$ cat src/rtl/mos_la_loader.sv
// mos_la_loader: assembles a 66-bit frame from logic-analyzer bus writes and hands it to a downstream encoder.
module mos_la_loader (
`ifdef USE_POWER_PINS
  inout  wire         vdd,
  inout  wire         vss,
`endif
  input  logic        clk,
  input  logic        rst_n,
  input  logic [31:0] la_data_i,
  input  logic [1:0]  la_sel_i,
  input  logic        la_wr_i,
  output logic [65:0] frame_o,
  output logic        frame_valid_o,
  input  logic        frame_ready_i,
  output logic [31:0] status_o
);
  typedef enum logic {FILL, HOLD} state_t;
  state_t state_q, state_d;
  logic q1_q, q2_q, q3_q, wr_ev, hs;
  logic [31:0] w0_q, w0_d, w1_q, w1_d;
  logic [1:0] mask_q, mask_d;
  logic [65:0] frame_q, frame_d;
  logic err_q, err_d;
  logic [7:0] ovr_q, ovr_d;
  logic [15:0] cnt_q, cnt_d;
  assign wr_ev = q2_q & ~q3_q;
  assign hs = (state_q == HOLD) & frame_ready_i;
  // A write landing in a HOLD cycle is an overrun even if the handshake completes on the same edge.
  always_comb begin
    state_d = state_q;
    w0_d = w0_q;
    w1_d = w1_q;
    mask_d = mask_q;
    frame_d = frame_q;
    err_d = err_q;
    ovr_d = ovr_q;
    cnt_d = cnt_q;
    if (hs) begin
      state_d = FILL;
      cnt_d = cnt_q + 16'd1;
    end
    if (wr_ev) begin
      if (la_sel_i == 2'b11) begin
        mask_d = la_data_i[0] ? 2'b00 : mask_q;
        err_d = la_data_i[0] ? 1'b0 : err_q;
        ovr_d = la_data_i[1] ? 8'd0 : ovr_q;
        cnt_d = la_data_i[2] ? 16'd0 : cnt_d;
      end else if (state_q == HOLD) begin
        ovr_d = (ovr_q == 8'hFF) ? ovr_q : ovr_q + 8'd1;
      end else if (la_sel_i == 2'b00) begin
        w0_d = la_data_i;
        mask_d = mask_q | 2'b01;
      end else if (la_sel_i == 2'b01) begin
        w1_d = la_data_i;
        mask_d = mask_q | 2'b10;
      end else begin
        frame_d = (mask_q == 2'b11) ? {la_data_i[1:0], w1_q, w0_q} : frame_q;
        state_d = (mask_q == 2'b11) ? HOLD : FILL;
        err_d = (mask_q == 2'b11) ? err_q : 1'b1;
        mask_d = 2'b00;
      end
    end
  end
  always_ff @(posedge clk or negedge rst_n) begin
    if (!rst_n) begin
      q1_q <= 1'b0;
      q2_q <= 1'b0;
      q3_q <= 1'b0;
      state_q <= FILL;
      w0_q <= '0;
      w1_q <= '0;
      mask_q <= '0;
      frame_q <= '0;
      err_q <= 1'b0;
      ovr_q <= '0;
      cnt_q <= '0;
    end else begin
      q1_q <= la_wr_i;
      q2_q <= q1_q;
      q3_q <= q2_q;
      state_q <= state_d;
      w0_q <= w0_d;
      w1_q <= w1_d;
      mask_q <= mask_d;
      frame_q <= frame_d;
      err_q <= err_d;
      ovr_q <= ovr_d;
      cnt_q <= cnt_d;
    end
  end
  assign frame_o = frame_q;
  assign frame_valid_o = (state_q == HOLD);
  assign status_o = {cnt_q, ovr_q, 4'b0000, err_q, frame_valid_o, mask_q};
endmodule
$ cat config.mk
export PLATFORM = sky130hd
export DESIGN_NAME = mos_la_loader
export DESIGN_NICKNAME = d
export VERILOG_FILES = /design/src/rtl/mos_la_loader.sv
export SDC_FILE = /design/constraint.sdc
export NUM_CORES = 1
export LEC_CHECK = 0
export CORE_AREA = 2 2 124 126
export DETAILED_ROUTE_END_ITERATION = 16
export DIE_AREA = 0 0 126 128
export PLACE_DENSITY = 0.86
export SYNTH_ARGS = -nofsm -noshare
export SYNTH_HDL_FRONTEND = slang
export SYNTH_SLANG_ARGS = --single-unit
export TNS_END_PERCENT = 100
$ cat constraint.sdc
create_clock -name clk -period 1.7 [get_ports clk]
set_clock_uncertainty 0.05 [all_clocks]
set_input_delay 0.17 -clock clk [delete_from_list [all_inputs] [get_ports clk]]
set_output_delay 0.17 -clock clk [all_outputs]
set_load 0.05 [all_outputs]
==> metrics.csv, run 1 <==
metric,value,unit
dieArea,16100,um2
netlist.top_cell.by_area,dfrtp_1,
grt_max_degree,84,
synth_top_area_share,0.603,
cp.arrival,1.99,ns
finalHoldViolations,0,
p_leak,4.58,nW
die_x,126,um
cp_cell_sequence,nand2b_4 -> nor3_4 -> nand4_1 -> buf_6 -> buf_12 -> mux2_4,
maxCapViolations,0,
cts.clk_slew.worst_paths,0.06,ns
setup_slack,-0.0442,ns
clk_path_buf_depth,2,
stdcell_area,9310,um2
fmax,573,MHz
crit_slowest_cell,dfrtp_1,
port_buffers,132,
grt_pass1_wl,23.8,mm
cp-start-kind,flip-flop,
yosysUniqueCellTypes,46,
met1Wirelength,6.58,mm
drt_iter0_drc,241,
endpoint_kind,flip-flop,
async_reset_ff_frac,1.00,
final_cells,840,
num_antenna_cells,0,
drtPass1Iterations,4,
ant_nets,0,
dp_hpwl,9.94,mm
cellPowerDensity,1300,nW/um2
antenna_found_initial,0,
drc_errors,0,
ys.flop_type,dfrtp_1,
cpPeakStageDelay,0.40,ns
synthCells,452,
top_layer_used,met4,
clock_latency,0.41,ns
fin_crit,1.74,ns
power,12.1,mW
r2r_slack,-0.04,ns
grtUsageTotal,0.186,
syn-cell-area,6680,um2
start_util,0.450,
gp_congestion,0.906,
drive_above_1_share,0.526,
critPathKind,flip-flop to flip-flop,
dp_cells,790,
final_nets,683,
avgViaCountPerCell,5.15,
cts-root-buf,clkbuf_16,
wl_met2,7.77,mm
ir_drop,832,uV
ioPinCount,137,
die_y,128,um
violations,negative setup slack,
routed_wl,15.3,mm
grt_remaining_overflow,0,
crit_path_max_fanout,9,
vias,4322,
cts.sinks,161,
yosysMostFrequentCell,dfrtp_1,
grt_pass1_vias,4620,
required,1.94,ns
synth_common_cells,"dfrtp_1 (161), mux2_2 (99), mux2_4 (29)",
drv_slew,0,
area_delta_synth_final,39.3,%
period_share,1.03,
numCtsBuffers,17,
cts_tree,yes,
wl_per_cell,18.2,um
coreArea,14900,um2
rsz0062_at_grt,true,
synth.avg_cell_area,14.8,um2
holdCritPathClass,input port to async pin,
setup_viol,48,
cts_max_level,4,
hold_slack,0.108,ns
ys_seq_area_frac,0.603,
dpl-instance-area,8310,um2
rows,45,
run_status,"complete, but fails checks",
synth_warnings,0,
synth_edf_count,0,
dr_wl_met3,686,um
ys_seq_elements,161,
synth_area_leaders,"dfrtp_1 (60%), mux2_2 (17%), mux2_4 (6.5%)",
## what timing repair did
item	CTS	global route
pin swaps	3	5
hold buffers	1	0
setup endpoints to repair	58	143
gates resized for setup	15	16
endpoints found under the hold margin	161	0
buffers inserted	1	8
gates cloned	1	9
## cells by family (layout without fill, tap and decap cells)
| family | after synthesis | count (layout) | synth area share |
|---|---|---|---|
| flip-flops | 161 | 161 | 0.603 |
| multiplexers | 135 | 135 | 0.244 |
| AND/OR/NAND/NOR | 80 | 80 | 0.0741 |
| buffers and inverters | 32 | 229 | 0.0296 |
| AO/OA/AOI/OAI | 28 | 28 | 0.0264 |
| XOR/XNOR | 9 | 9 | 0.0118 |
| adder cells (fa/ha/maj) | 6 | 6 | 0.0112 |
| other | 1 | 4 | 0.000561 |
## worst max-delay path, delay by kind of cell (launching register included)
kind / cells / cell delay [ns]
flops: 1 / 0.40
buf+inv: 2 / 0.36
mux: 1 / 0.29
simple gates: 3 / 0.52
## registers in the layout, indices dropped and copies added (netlist names), 2 cells and up
name,cells
w1_q,32
ovr_q,8
mask_q,2
w0_q,32
cnt_q,16
frame_o,66
## cells in the final DEF (no fill, tap or decap), types with 5 or more instances in the layout
| cell | count |
|---|---|
| dfrtp_1 | 148 |
| buf_4 | 120 |
| mux2_2 | 99 |
| clkdlybuf4s50_1 | 34 |
| mux2_4 | 30 |
| clkbuf_16 | 24 |
| nor2_1 | 17 |
| dfrtp_2 | 13 |
| buf_12 | 10 |
| nand2_1 | 9 |
| a21oi_1 | 9 |
| nand3_1 | 9 |
| inv_1 | 8 |
| buf_6 | 8 |
| xnor2_1 | 7 |
| nand2b_1 | 6 |
| nor3_1 | 6 |
| mux2_1 | 5 |
| dlygate4sd2_1 | 5 |
## routing by layer
| layer | vias to the layer above | GRT usage |
|---|---|---|
| li1 | 1975 | - |
| met1 | 2212 | 0.234 |
| met2 | 114 | 0.315 |
| met3 | 21 | 0.0463 |
| met4 | 0 | 0.0653 |
| met5 | - | 0 |
## power breakdown
part | leakage (nW) | switching (mW) | internal (mW)
sequential | 2.07 | 0.473 | 4.59
clock | 0.301 | 1.51 | 2.40
combinational | 2.21 | 1.85 | 1.24
total | 4.58 | 3.84 | 8.23
## layout make-up
cell class / instances / area, um2
multi-input combinational: 262 / 2560
tap: 188 / 235
sequential: 161 / 4050
timing repair buffer: 189 / 1830
inverter: 8 / 30.0
clock buffer: 20 / 457
clock inverter: 12 / 156
fill: 1105 / 5560
## worst paths after layout
check,startpoint,end,cells past startpoint
setup / recovery,q3_q$_DFF_PN0_,frame_o[39]$_DFFE_PN0P_,6
hold / removal,rst_n,cnt_q[9]$_DFF_PN0_,2
setup reg to reg,q3_q$_DFF_PN0_,frame_o[39]$_DFFE_PN0P_,6
hold reg to reg,q1_q$_DFF_PN0_,q2_q$_DFF_PN0_,0
max in group asynchronous,rst_n,frame_o[47]$_DFFE_PN0P_,3
min in group clk,la_sel_i[0],err_q$_DFFE_PN0P_,3
## metrics by stage
step | TNS [ns] | util | setup slack [ns]
2_1_floorplan | -2.76 | - | -0.0794
3_3_place_gp | -57.54 | 0.559 | -0.440
3_5_place_dp | -62.12 | 0.559 | -0.557
4_1_cts | -1.17 | 0.605 | -0.0445
5_1_grt | -8.89 | 0.626 | -0.150
6_report | -1.01 | 0.626 | -0.0442
(Power assumes the default switching activity.)
==> inputs of run 2 (changes only) <==
Settings changed: PLACE_DENSITY 0.86 to 0.74.
==> run 2 against run 1 <==
  * The run now ends clean
  * Core utilization decreased by 0.18 points
  * Critical path depth decreased by 1
  * Critical endpoint is now frame_o[50]$_DFFE_PN0P_
  * Sequential power barely moved
  * First-iteration DRC count decreased by 20%
  * Clock power down 5%
  * Highest routed layer unchanged
  * Non-clock buffer count unchanged
  * Die area stayed put
  * Largest power group unchanged
  * Worst setup slack gained 0.065 ns
==> metrics.csv, run 2 (synthesis results as in run 1) <==
metric,value,unit,change
cp_cell_sequence,nor3_4 -> nand4_1 -> buf_12 -> buf_12 -> mux2_4,,was nand2b_4 -> nor3_4 -> nand4_1 -> buf_6 -> buf_12 -> mux2_4
critPathKind,flip-flop to flip-flop,,unchanged
cts.clk_slew.worst_paths,0.06,ns,about the same
wl_per_cell,17.9,um,was 18.2 um
vias,4304,,"was 4,322"
port_buffers,132,,unchanged
crit_family,flip-flops,,was simple AND/OR/NAND/NOR gates
grtUsageTotal,0.183,,was 0.186
coreArea,14900,um2,unchanged
period_share,0.988,,was 1.03
cp-start-kind,flip-flop,,unchanged
required,1.95,ns,was 1.94 ns
relSlewSlack,0.666,,
pwr-share-clk,0.310,,was 0.324
fin_crit,1.68,ns,was 1.74 ns
p_comb_frac,0.271,,was 0.256
final_common_cell,dfrtp_1,,unchanged
power,12.1,mW,about the same
r2r_start,frame_valid_o$_DFF_PN0_,,was q3_q$_DFF_PN0_
finalHoldViolations,0,,unchanged
final_cell_mix,"dfrtp_1 (148), buf_4 (127), mux2_2 (76)",,"was dfrtp_1 (148), buf_4 (120), mux2_2 (99)"
swShare,0.322,,was 0.318
grt_max_degree,47,,was 84
ir_drop,734,uV,was 832 uV
largest_register_ffs,66,,unchanged
die_x,126,um,unchanged
clock_latency,0.41,ns,about the same
cellPowerDensity,1300,nW/um2,about the same
dp_hpwl,9.68,mm,was 9.94 mm
cts.sinks,161,,unchanged
r2r_slack,0.02,ns,was -0.04 ns
cts_tree,yes,,unchanged
final_nets,683,,unchanged
run_status,"complete, no violations",,"was complete, but fails checks"
clk_path_buf_depth,2,,unchanged
cp.arrival,1.92,ns,was 1.99 ns
grt_pass1_vias,4550,,"was 4,620"
pre_cts_ws,-0.525,ns,was -0.557 ns
r2r-end,frame_o[50]$_DFFE_PN0P_,,was frame_o[39]$_DFFE_PN0P_
avgViaCountPerCell,5.13,,was 5.15
seqPwrFrac,0.419,,was 0.420
setup_slack,0.0212,ns,was -0.0442 ns
num_antenna_cells,0,,unchanged
cpPeakStageDelay,0.49,ns,was 0.40 ns
setup_viol,0,,was 48
routed_wl,15.1,mm,was 15.3 mm
ant_nets,0,,unchanged
drt_iter0_drc,194,,was 241
ioPinCount,137,,unchanged
p_leak,4.57,nW,was 4.58 nW
ff2ff_path_depth,5,,was 6
hold_slack,0.145,ns,was 0.108 ns
crit_slowest_cell,dfrtp_2,,was dfrtp_1
setup-tns-final,0,ns,was -1.01 ns
crit_path_max_fanout,14,,was 9
fillCellCount,1119,,"was 1,105"
drc_errors,0,,unchanged
drv_slew,0,,unchanged
start_util,0.450,,unchanged
fin_util,0.624,,was 0.626
area_delta_synth_final,38.9,%,was 39.3%
cts-root-buf,clkbuf_16,,unchanged
endpoint_kind,flip-flop,,unchanged
worstMarginPinSlew,0.497,ns,
hold_depth,1,,
numCtsBuffers,17,,unchanged
grt_pass1_wl,23.2,mm,was 23.8 mm
cts_max_level,4,,unchanged
crit_top_cell,buf_12,,
drive_above_1_share,0.518,,was 0.526
gp_congestion,0.824,,was 0.906
fmax,596,MHz,was 573 MHz
rows,45,,unchanged
holdCritStartpoint,la_wr_i,,
die_y,128,um,unchanged
grt_remaining_overflow,0,,unchanged
critPathBufInv,2,,unchanged
drtPass1Iterations,4,,unchanged
internal_power,8.18,mW,was 8.23 mW
hold_end,q1_q$_DFF_PN0_,,
dieArea,16100,um2,unchanged
p_switching,3.88,mW,was 3.84 mW
maxCapViolations,0,,unchanged
antenna_found_initial,0,,unchanged
rsz0062_at_grt,true,,unchanged
holdCritPathClass,input port to flip-flop,,was input port to async pin
run 2: cell count changes in the layout (fill, tap and decap cells not counted), sizes merged:
| cell | previous run | this run |
|---|---|---|
| clkinvlp | 1 | 3 |
| clkbuf | 27 | 23 |
| inv | 10 | 12 |
| bufinv | 3 | 2 |
| buf | 140 | 143 |
| dlygate4sd2 | 5 | 7 |
| clkinv | 6 | 1 |
run 2: worst reg2reg max path, stage by stage (launching register included):
cell     delay [ns]
dfrtp_2        0.49
nor3_4         0.20
nand4_1        0.17
buf_12         0.20
buf_12         0.16
mux2_4         0.30
run 2: what timing repair did:
item | CTS | global route
pin swaps | 1 | 12
hold endpoints to repair | 42 | 0
endpoints found under the setup margin | 55 | 110
gates resized for setup | 9 | 41
hold buffers | 1 | 0
gates cloned | 0 | 3
setup buffers | 0 | 11
run 2: how the worst max path moves through the flow:
stage	startpoint	to	slack [ns]	cells past startpoint
6_report	frame_valid_o$_DFF_PN0_	frame_o[50]$_DFFE_PN0P_	0.02	5
4_1_cts	q3_q$_DFF_PN0_	frame_o[60]$_DFFE_PN0P_	-0.01	6
5_1_grt	ovr_q[1]$_DFFE_PN0P_	ovr_q[2]$_DFFE_PN0P_	-0.05	5
3_5_place_dp	la_sel_i[1]	mask_q[1]$_DFFE_PN0P_	-0.52	5
2_1_floorplan	frame_valid_o$_DFF_PN0_	cnt_q[12]$_DFF_PN0_	-0.08	5
3_3_place_gp	la_sel_i[1]	ovr_q[3]$_DFFE_PN0P_	-0.49	7
run 2: cell type report:
cell class                 count  area [um2]  area share
timing repair buffer         189        1750       0.189
sequential                   161        4050       0.436
multi-input combinational    262        2640       0.285
tap                          188         235      0.0253
inverter                       8        30.0     0.00324
clock buffer                  21         450      0.0485
clock inverter                10         126      0.0136
run 2: metal layers:
layer,GRT usage,share of wire
met1,0.229,0.43
met2,0.303,0.51
met3,0.0472,0.045
met4,0.0763,0.016
met5,0,0
run 2: power groups by stage:
stage               registers, mW  clock network [mW]  logic [mW]
floorplan                    6.20                   0       0.890
global placement             5.05                   0        3.05
detailed placement           5.11                   0        3.11
CTS                          5.05                3.83        3.11
global route                 5.14                3.97        3.44
finish                       5.05                3.73        3.26
run 2: per-stage QoR:
step / area [um2] / instances
floorplan: 6750 / 455
global placement: 8370 / 794
detailed placement: 8370 / 794
CTS: 8960 / 826
global route: 9280 / 839
finish: 9280 / 839
